==> config.mk <==
export PLATFORM = sky130hd
export DESIGN_NAME = seg7_page_display
export DESIGN_NICKNAME = d
export VERILOG_FILES = /design/src/rtl/seg7_page_display.sv
export SDC_FILE = /design/constraint.sdc
export NUM_CORES = 1
export LEC_CHECK = 0
export BUFFER_PORTS_ARGS = -buffer_cell sky130_fd_sc_hd__buf_4
export CORE_ASPECT_RATIO = 0.6
export CORE_UTILIZATION = 60
export DETAILED_ROUTE_END_ITERATION = 12
export PLACE_DENSITY_LB_ADDON = 0.2
export SYNTH_ARGS = -nofsm -noshare
export SYNTH_HDL_FRONTEND = slang
export SYNTH_SLANG_ARGS = --single-unit
==> constraint.sdc <==
create_clock -name clk -period 3.1 [get_ports clk]
set_input_delay 0.31 -clock clk [delete_from_list [all_inputs] [get_ports clk]]
set_output_delay 0.31 -clock clk [all_outputs]
set_load 0.005 [all_outputs]
==> src/rtl/seg7_page_display.sv <==
// seg7_page_display
//
// Latches a 32-bit debug word on a load strobe and shows it on a 4-digit
// multiplexed, active-low 7-segment display as two 16-bit hex pages: the
// high half first, then a fully dark gap, then the low half. The pass
// repeats until the next load or reset. cycle_done pulses once at the end
// of every low page so the surrounding wrapper can step the CPU.
//
// Ports:
//   clk        system clock, everything on posedge
//   reset      synchronous, active-high; wins over every other input
//   value      32-bit word, sampled only while load=1
//   load       single-cycle capture strobe; always restarts at the high page
//   blank      forces the display dark (from the next cycle); timing continues
//   seg        active-low segments, seg[0]=a .. seg[6]=g (registered)
//   dp         active-low decimal point, lit on digit 0 of the high page
//   an         active-low digit enables, an[0] is the rightmost digit
//   page_hi    1 during the high page and the gap that follows it
//   cycle_done one-cycle pulse when the low page hands back to the high page

module seg7_page_display #(
  parameter int REFRESH_CYCLES = 50000,
  parameter int PAGE_CYCLES    = 50000000,
  parameter int GAP_CYCLES     = 5000000
) (
  input  logic        clk,
  input  logic        reset,
  input  logic [31:0] value,
  input  logic        load,
  input  logic        blank,
  output logic [6:0]  seg,
  output logic        dp,
  output logic [3:0]  an,
  output logic        page_hi,
  output logic        cycle_done
);

  // One shared counter times both the pages and the gap, so it must be wide
  // enough for the larger of the two. Widths are clamped to at least 1 bit
  // so a parameter value of 1 still elaborates.
  localparam int RW_RAW = $clog2(REFRESH_CYCLES);
  localparam int PW_RAW = $clog2(PAGE_CYCLES);
  localparam int GW_RAW = $clog2(GAP_CYCLES);
  localparam int RW     = (RW_RAW > 0) ? RW_RAW : 1;
  localparam int CW_MAX = (PW_RAW > GW_RAW) ? PW_RAW : GW_RAW;
  localparam int CW     = (CW_MAX > 0) ? CW_MAX : 1;

  localparam logic [RW-1:0] REFRESH_LAST = RW'(REFRESH_CYCLES - 1);
  localparam logic [CW-1:0] PAGE_LAST    = CW'(PAGE_CYCLES - 1);
  localparam logic [CW-1:0] GAP_LAST     = CW'(GAP_CYCLES - 1);

  typedef enum logic [1:0] {
    IDLE    = 2'd0,
    SHOW_HI = 2'd1,
    GAP     = 2'd2,
    SHOW_LO = 2'd3
  } state_t;

  state_t        state;
  state_t        state_nxt;
  logic          page_end;
  logic          cycle_done_nxt;
  logic [31:0]   latched;
  logic [CW-1:0] page_cnt;
  logic [RW-1:0] refresh_cnt;
  logic [1:0]    digit_idx;
  logic [15:0]   page_word;
  logic [3:0]    nibble;
  logic          showing;

  // Active-low hex font, bit order gfedcba.
  function automatic logic [6:0] hex_to_seg(input logic [3:0] n);
    logic [6:0] s;
    case (n)
      4'h0:    s = 7'b1000000;
      4'h1:    s = 7'b1111001;
      4'h2:    s = 7'b0100100;
      4'h3:    s = 7'b0110000;
      4'h4:    s = 7'b0011001;
      4'h5:    s = 7'b0010010;
      4'h6:    s = 7'b0000010;
      4'h7:    s = 7'b1111000;
      4'h8:    s = 7'b0000000;
      4'h9:    s = 7'b0010000;
      4'hA:    s = 7'b0001000;
      4'hB:    s = 7'b0000011;
      4'hC:    s = 7'b1000110;
      4'hD:    s = 7'b0100001;
      4'hE:    s = 7'b0000110;
      default: s = 7'b0001110;
    endcase
    return s;
  endfunction

  // Next-state logic for the page sequencer. page_end marks the last cycle
  // of the current phase so the shared counter restarts on entry to the
  // next one. A load overrides everything, including the cycle_done that a
  // simultaneous end of the low page would otherwise produce.
  always_comb begin
    state_nxt      = state;
    page_end       = 1'b0;
    cycle_done_nxt = 1'b0;
    case (state)
      IDLE: begin
        state_nxt = IDLE;
      end
      SHOW_HI: begin
        if (page_cnt == PAGE_LAST) begin
          state_nxt = GAP;
          page_end  = 1'b1;
        end
      end
      GAP: begin
        if (page_cnt == GAP_LAST) begin
          state_nxt = SHOW_LO;
          page_end  = 1'b1;
        end
      end
      SHOW_LO: begin
        if (page_cnt == PAGE_LAST) begin
          state_nxt      = SHOW_HI;
          page_end       = 1'b1;
          cycle_done_nxt = 1'b1;
        end
      end
      default: begin
        state_nxt = IDLE;
      end
    endcase
    if (load) begin
      state_nxt      = SHOW_HI;
      cycle_done_nxt = 1'b0;
    end
  end

  // State register. cycle_done is registered so it is high in the first
  // cycle of the new high page, i.e. the cycle the transition lands in.
  always_ff @(posedge clk) begin
    if (reset) begin
      state      <= IDLE;
      cycle_done <= 1'b0;
    end else begin
      state      <= state_nxt;
      cycle_done <= cycle_done_nxt;
    end
  end

  // Captured word and timing counters. The digit scan free-runs in every
  // non-idle state (gap and blanking included) so the refresh cadence never
  // depends on what is being shown; only a load or reset realigns it.
  always_ff @(posedge clk) begin
    if (reset) begin
      latched     <= '0;
      page_cnt    <= '0;
      refresh_cnt <= '0;
      digit_idx   <= '0;
    end else if (load) begin
      latched     <= value;
      page_cnt    <= '0;
      refresh_cnt <= '0;
      digit_idx   <= '0;
    end else if (state != IDLE) begin
      if (page_end) begin
        page_cnt <= '0;
      end else begin
        page_cnt <= page_cnt + 1'b1;
      end
      if (refresh_cnt == REFRESH_LAST) begin
        refresh_cnt <= '0;
        digit_idx   <= digit_idx + 1'b1;
      end else begin
        refresh_cnt <= refresh_cnt + 1'b1;
      end
    end
  end

  // Pick the half-word for the current page and the nibble for the digit
  // currently being scanned.
  always_comb begin
    page_word = (state == SHOW_HI) ? latched[31:16] : latched[15:0];
    nibble    = page_word[{digit_idx, 2'b00} +: 4];
    showing   = (state == SHOW_HI) || (state == SHOW_LO);
  end

  // Registered display drivers: they follow state/digit_idx one cycle late,
  // which keeps the pad outputs glitch-free.
  always_ff @(posedge clk) begin
    if (reset || blank || !showing) begin
      seg <= 7'h7F;
      an  <= 4'hF;
      dp  <= 1'b1;
    end else begin
      seg <= hex_to_seg(nibble);
      an  <= ~(4'b0001 << digit_idx);
      dp  <= ~((state == SHOW_HI) && (digit_idx == 2'd0));
    end
  end

  assign page_hi = (state == SHOW_HI) || (state == GAP);

endmodule

==> results of run 1 <==
==> where the power goes <==
group,internal (µW),switching [µW],total (µW),leakage [µW]
logic,104,102,206,0.00105
registers,1200,20.8,1220,0.000741
clock network,625,440,1070,0.000137
==> layer usage <==
layer | vias to the layer above | global-route usage (%)
met3 | 14 | 8.806
met5 | - | 0
met1 | 1504 | 36.14
li1 | 1599 | -
met2 | 98 | 38.52
met4 | 0 | 9.704
==> through the flow <==
step                      setup WS [ps]  instances
after global placement            791.0        564
after global routing              384.4        580
after CTS                         618.5        580
after detailed placement          649.1        564
final                             609.3        580
after floorplan                    1049        444
==> cells in the mapped netlist (2+ instances only) <==
library cell	number	area share, %
and4_2	2	0.48
nor3_1	8	0.95
dfxtp_1	91	43
nor4b_1	3	0.62
clkbuf_8	2	0.65
nand4b_1	2	0.42
nand3_1	13	1.5
xnor2_1	20	4.2
nor4_1	5	0.74
nand3b_1	2	0.36
nor2b_1	3	0.45
nand2_1	30	2.7
ha_1	15	4.5
mux2i_1	39	9.3
a21oi_1	5	0.59
o22a_1	2	0.42
clkbuf_1	13	1.2
and2_1	4	0.59
nand2b_1	3	0.45
o21ai_0	2	0.24
and3_1	2	0.30
o221ai_1	3	0.62
xor2_1	20	4.2
nor4bb_1	2	0.48
o211ai_1	3	0.53
buf_2	5	0.59
nor2_1	86	7.7
inv_1	17	1.5
mux4_2	8	4.3
nand4_1	11	1.6
==> cell families (layout without fill, tap and decap cells) <==
kind of cell,count (synthesis),count (layout),share of synthesized area [%]
xor+xnor,40,40,8.316
mux,48,48,13.81
buf+inv,38,87,4.188
simple gates,190,190,22.25
fa+ha+maj,15,15,4.455
compound gates,22,22,3.742
flops,91,91,43.24
==> path summary, 6_finish.rpt <==
check / to / slack, ps / cells past startpoint
max: seg[5]$_SDFF_PP1_ / 610 / 10
min: latched[27]$_SDFFE_PP0P_ / 200 / 3
max reg2reg: seg[5]$_SDFF_PP1_ / 610 / 10
min reg2reg: page_cnt[1]$_SDFFE_PP0P_ / 490 / 2
==> final cells by class <==
class,instances,area (µm²)
inverter,17,63.81
clock inverter,4,51.30
fill,510,1832
sequential,91,1822
clock buffer,12,236.5
timing repair buffer,54,405.4
multi-input combinational,315,2215
tap,87,108.9
==> sequential cells by signal, indices dropped and copies added (netlist names) <==
| name | flops |
|---|---|
| digit_idx | 2 |
| seg | 7 |
| latched | 32 |
| state | 2 |
| cycle_done | 1 |
| refresh_cnt | 16 |
| an | 4 |
| dp | 1 |
| page_cnt | 26 |
==> worst register-to-register path, cell delays in order (launching register included) <==
cell and delay, ps:
dfxtp_1 340, inv_1 110, ha_1 500, mux4_2 380
nand2_1 90, nand2_1 120, inv_1 120, ha_1 220
nor2b_1 240, a21oi_1 80, o221ai_1 200
==> metrics, run 1 <==
post-detailed-routing wire length=8981 µm; standby leakage power=0.001927 µW; antenna violations before repair=0; max_slew headroom=50.06%; total power per unit cell area=508.7 mW/mm²; post-synthesis register bit count=91; Post-Route Setup TNS=0 ps; number of enable flip-flop cells after synthesis=0; via count of the first global-routing pass=3047; max-cap viol count=0; antenna-violating nets left=0; Setup violations, final=0; floorplan die width=110.2 µm; Worst Path Arrival=2750 ps; Placement Cell Area=0.004614 mm²; Core ar.=0.006734 mm²; CTS root buffer=clkbuf_16; worst setup skew after layout=6.932 ps; launch point of the critical path=state[1]$_SDFFE_PP0P_; overall power of the completed layout=2494 µW; synthesis warning total=0; TritonCTS clock tree=yes; # DRC=0; uppermost routed layer=met4; post-layout min period=2491 ps; share of cells above drive strength 1=17.44%; Initial DRC Count=274; area growth from synthesis to layout=16.36%; IR drop worst, VDD=0.3821 mV; overflow left after global routing=0; number of nets in the synthesized netlist=495; path type of the worst setup path=reg -> reg; Least-Margin Pin Slew=742.9 ps; critical path's slowest cell=ha_1; startpoint of the most critical hold path=value[27]; worst endpoint required time=3360 ps; num rows=23; critical path peak fanout=11; outcome=finished, final reports clean; CTS Hold Bufs=0; Highest Clock Rate=401.5 MHz; Reg clk slew, reported paths=60 ps; crit path capture type=flip-flop; met2 wire length=3894 µm; worst r2r src=state[1]$_SDFFE_PP0P_; diode count=0; number of vias after detailed routing=3215; drt via density=5.543; final worst path period share=80.34%; initial standard-cell utilization of the core=62.56%; H-Tree Depth=3; number of buffers added for setup after CTS=0; DPL Wire Length=6549 µm; # port buffers=49; drt pass-1 iters=5; commonest non-fill, non-tap cells in the layout=dfxtp_1 (91), nor2_1 (86), buf_4 (54); total count of max-transition violations in the final report=0; Post-Synthesis Cell Area=0.004213 mm²; critical path launch point type=flip-flop; clk_lat worst skew=350 ps; routed length on met1=4321 µm; Clock Sinks=91; dominant register cell in the synthesized netlist=dfxtp_1; utilization after layout=72.80%; clock buffer count from CTS=9; Met3 Routed Length=619 µm; all-layer global routing usage=26.43%; Hold Violations, Final=0; Die Area=0.007371 mm²; mean cell area of the mapped netlist=9.488 µm²; cell count after synthesis=444; global-route wire length before repair=14370 µm; kind of cell adding the most delay to the critical path=adder cells; pin count of the biggest net entering global routing=37; most frequent standard cell in the layout excluding fill and tap cells=dfxtp_1; critical-path cell list=inv_1 -> ha_1 -> mux4_2 -> nand2_1 -> nand2_1 -> inv_1 -> ha_1 -> nor2b_1 -> a21oi_1 -> o221ai_1; WP buf/inv=2; final hold slack=200.4 ps; Min-Delay Path Class=in -> reg; number of nets in the final layout=539; clk buf depth=2; routed length per instance=15.48 µm; Largest stage delay, worst path=500 ps; final weighted congestion of routability-driven global placement=0.8601; share of synthesized registers carrying an async set or reset=0%; post-route cell area=0.004902 mm²; PostCTS Resize Cnt=0; Die Y=66.91 µm; Synth cell types=53; sequential-to-total area share from yosys stat=43.24%; I/O Pins=50; unrepaired setup endpoints after global routing=no
Note: power is estimated with default switching activity, not from simulation.
==> run 2: changes to the inputs <==
CORE_UTILIZATION = 58   (was 60)
clock period = 2.4 ns   (was 3.1 ns; I/O delays follow)
==> run 2 against run 1 <==
  * The run now ends with design-rule violations left
  * First-iteration DRC count increased by 3.6%
  * Worst setup slack got worse by 420 ps
  * Core utilization increased by 0.055 points
  * Global-route usage decreased by 2.3 points
  * Cell area increased by 1.8%
  * Die area increased by 3.4%
  * Clock-buffer cell count decreased by 2
  * Power increased by 30%
  * Sequential power increased by 30%
  * Critical path type unchanged
  * Largest cell class unchanged
  * Highest routed layer unchanged
==> metrics, run 2 (synthesis gave the netlist of run 1 again) <==
antenna violations before repair=0; Clock Sinks=91; critical-path cell list=inv_1 -> ha_1 -> nand4b_1 -> or3_1 -> nor4b_1 -> xnor2_1 -> nor2_1; internal power summed over all cells=2500 µW; all-layer global routing usage=24.13%; number of cell instances on the worst register-to-register path=7; diode count=0; max-cap viol count=0; post-layout min period=2211 ps; Filler Cell Count=509; initial standard-cell utilization of the core=61.51%; Reg clk slew, reported paths=60 ps; startpoint of the most critical hold path=value[29]; Post-Route Setup TNS=0 ps; number of vias after detailed routing=3221; TritonCTS clock tree=yes; logic depth of the worst setup path including buffers=7; clk buf depth=2; Comb pwr share=8.3%; worst r2r src=state[0]$_SDFFE_PP0P_; utilization after layout=72.85%; kind of cell adding the most delay to the critical path=simple AND/OR/NAND/NOR gates; total count of max-transition violations in the final report=0; launch point of the critical path=state[0]$_SDFFE_PP0P_; Clk pwr share=42.9%; overall power of the completed layout=3240 µW; post-route cell area=0.004990 mm²; Min-Delay Path Class=in -> reg; unrepaired setup endpoints after global routing=no; Core ar.=0.006849 mm²; CTS root buffer=clkbuf_16; FF-to-FF End=page_cnt[25]$_SDFFE_PP0P_; CTS Hold Bufs=0; Die Y=68.02 µm; clock buffer count from CTS=9; net switching power of the design=740.7 µW; floorplan die width=112.0 µm; DPL Wire Length=6451 µm; post-detailed-routing wire length=8760 µm; Setup violations, final=0; area growth from synthesis to layout=18.44%; Least-Margin Pin Slew=418.6 ps; WP buf/inv=1; share of cells above drive strength 1=19.72%; total power per unit cell area=649.4 mW/mm²; clk_lat worst skew=350 ps; via count of the first global-routing pass=2822; final worst path period share=92.13%; capturing element of the worst setup path=page_cnt[25]$_SDFFE_PP0P_; drt via density=5.469; portion of total power attributed to sequential cells=48.7%; # port buffers=49; most frequent standard cell in the layout excluding fill and tap cells=dfxtp_1; worst endpoint required time=2630 ps; top flop regs=latched (32), page_cnt (26), refresh_cnt (16); Largest stage delay, worst path=450 ps; num rows=23; critical path launch point type=flip-flop; Reg with most FFs=latched; H-Tree Depth=3; Die Area=0.007619 mm²; PostCTS Resize Cnt=0; Initial DRC Count=284; final weighted congestion of routability-driven global placement=0.8544; standby leakage power=0.001981 µW; global-route wire length before repair=13920 µm; net switching fraction of the power=22.86%; number of buffers added for setup after CTS=0; path type of the worst setup path=reg -> reg; worst setup skew after layout=4.501 ps; Placement Cell Area=0.004682 mm²; IR drop worst, VDD=0.4235 mV; routed length per instance=14.87 µm; Worst Path Arrival=2440 ps; max_slew headroom=71.71%; commonest non-fill, non-tap cells in the layout=dfxtp_1 (90), nor2_1 (86), buf_4 (63); violated checks=design-rule violations; # DRC=3; critical path peak fanout=6; number of nets in the final layout=548; antenna-violating nets left=0; flip-flop count of the largest register, all copies and words added=32; critical path's slowest cell=or3_1; Highest Clock Rate=452.2 MHz; pre-CTS setup slack=129.8 ps; outcome=finished with violations; pin count of the biggest net entering global routing=37; drt pass-1 iters=8; Hold Violations, Final=0; Final Worst Setup Slack=188.8 ps; internal reg-to-reg setup slack=190 ps; overflow left after global routing=0; crit path capture type=flip-flop; I/O Pins=50
-- run 2: layer usage --
layer / GRT usage [%] / vias to the layer above / share of wire (%)
li1: - / 1621 / -
met1: 35.51 / 1532 / 53
met2: 33.70 / 61 / 41
met3: 6.732 / 7 / 4.5
met4: 8.000 / 0 / 1.1
met5: 0 / - / 0
-- run 2: power by group through the flow --
stage               combinational (µW)  sequential (µW)  clock (µW)
floorplan                          174             1600           0
global placement                   256             1610           0
detailed placement                 266             1610           0
CTS                                268             1580        1420
global route                       296             1580        1490
finish                             270             1580        1390
-- run 2: worst min path at each step --
stage	end	slack, ps	depth (start not counted)
after floorplan	seg[6]$_SDFF_PP1_	380	2
after global placement	latched[6]$_SDFFE_PP0P_	470	3
after detailed placement	latched[4]$_SDFFE_PP0P_	480	2
after CTS	latched[18]$_SDFFE_PP0P_	120	3
after global routing	latched[7]$_SDFFE_PP0P_	120	3
final	latched[29]$_SDFFE_PP0P_	130	3
-- run 2: worst reg2reg max path, stage by stage (launching register included) --
cell and delay (ps):
dfxtp_1 430, inv_1 130, ha_1 260, nand4b_1 210, or3_1 450, nor4b_1 410
xnor2_1 170, nor2_1 50
-- run 2: area by class of cell --
class	count	area [µm²]	share of cell area, %
tap	87	108.9	2.182
sequential	91	1823	36.53
clock inverter	6	65.06	1.304
clock buffer	10	229.0	4.589
multi-input combinational	315	2227	44.63
inverter	17	63.81	1.279
timing repair buffer	63	473.0	9.478
-- run 2: metrics by stage --
step                      std cells  hold WS [ps]
after floorplan                 444         375.6
after global placement          573         471.7
after detailed placement        573         483.9
after CTS                       589         121.8
after global routing            589         123.7
final                           589         129.0
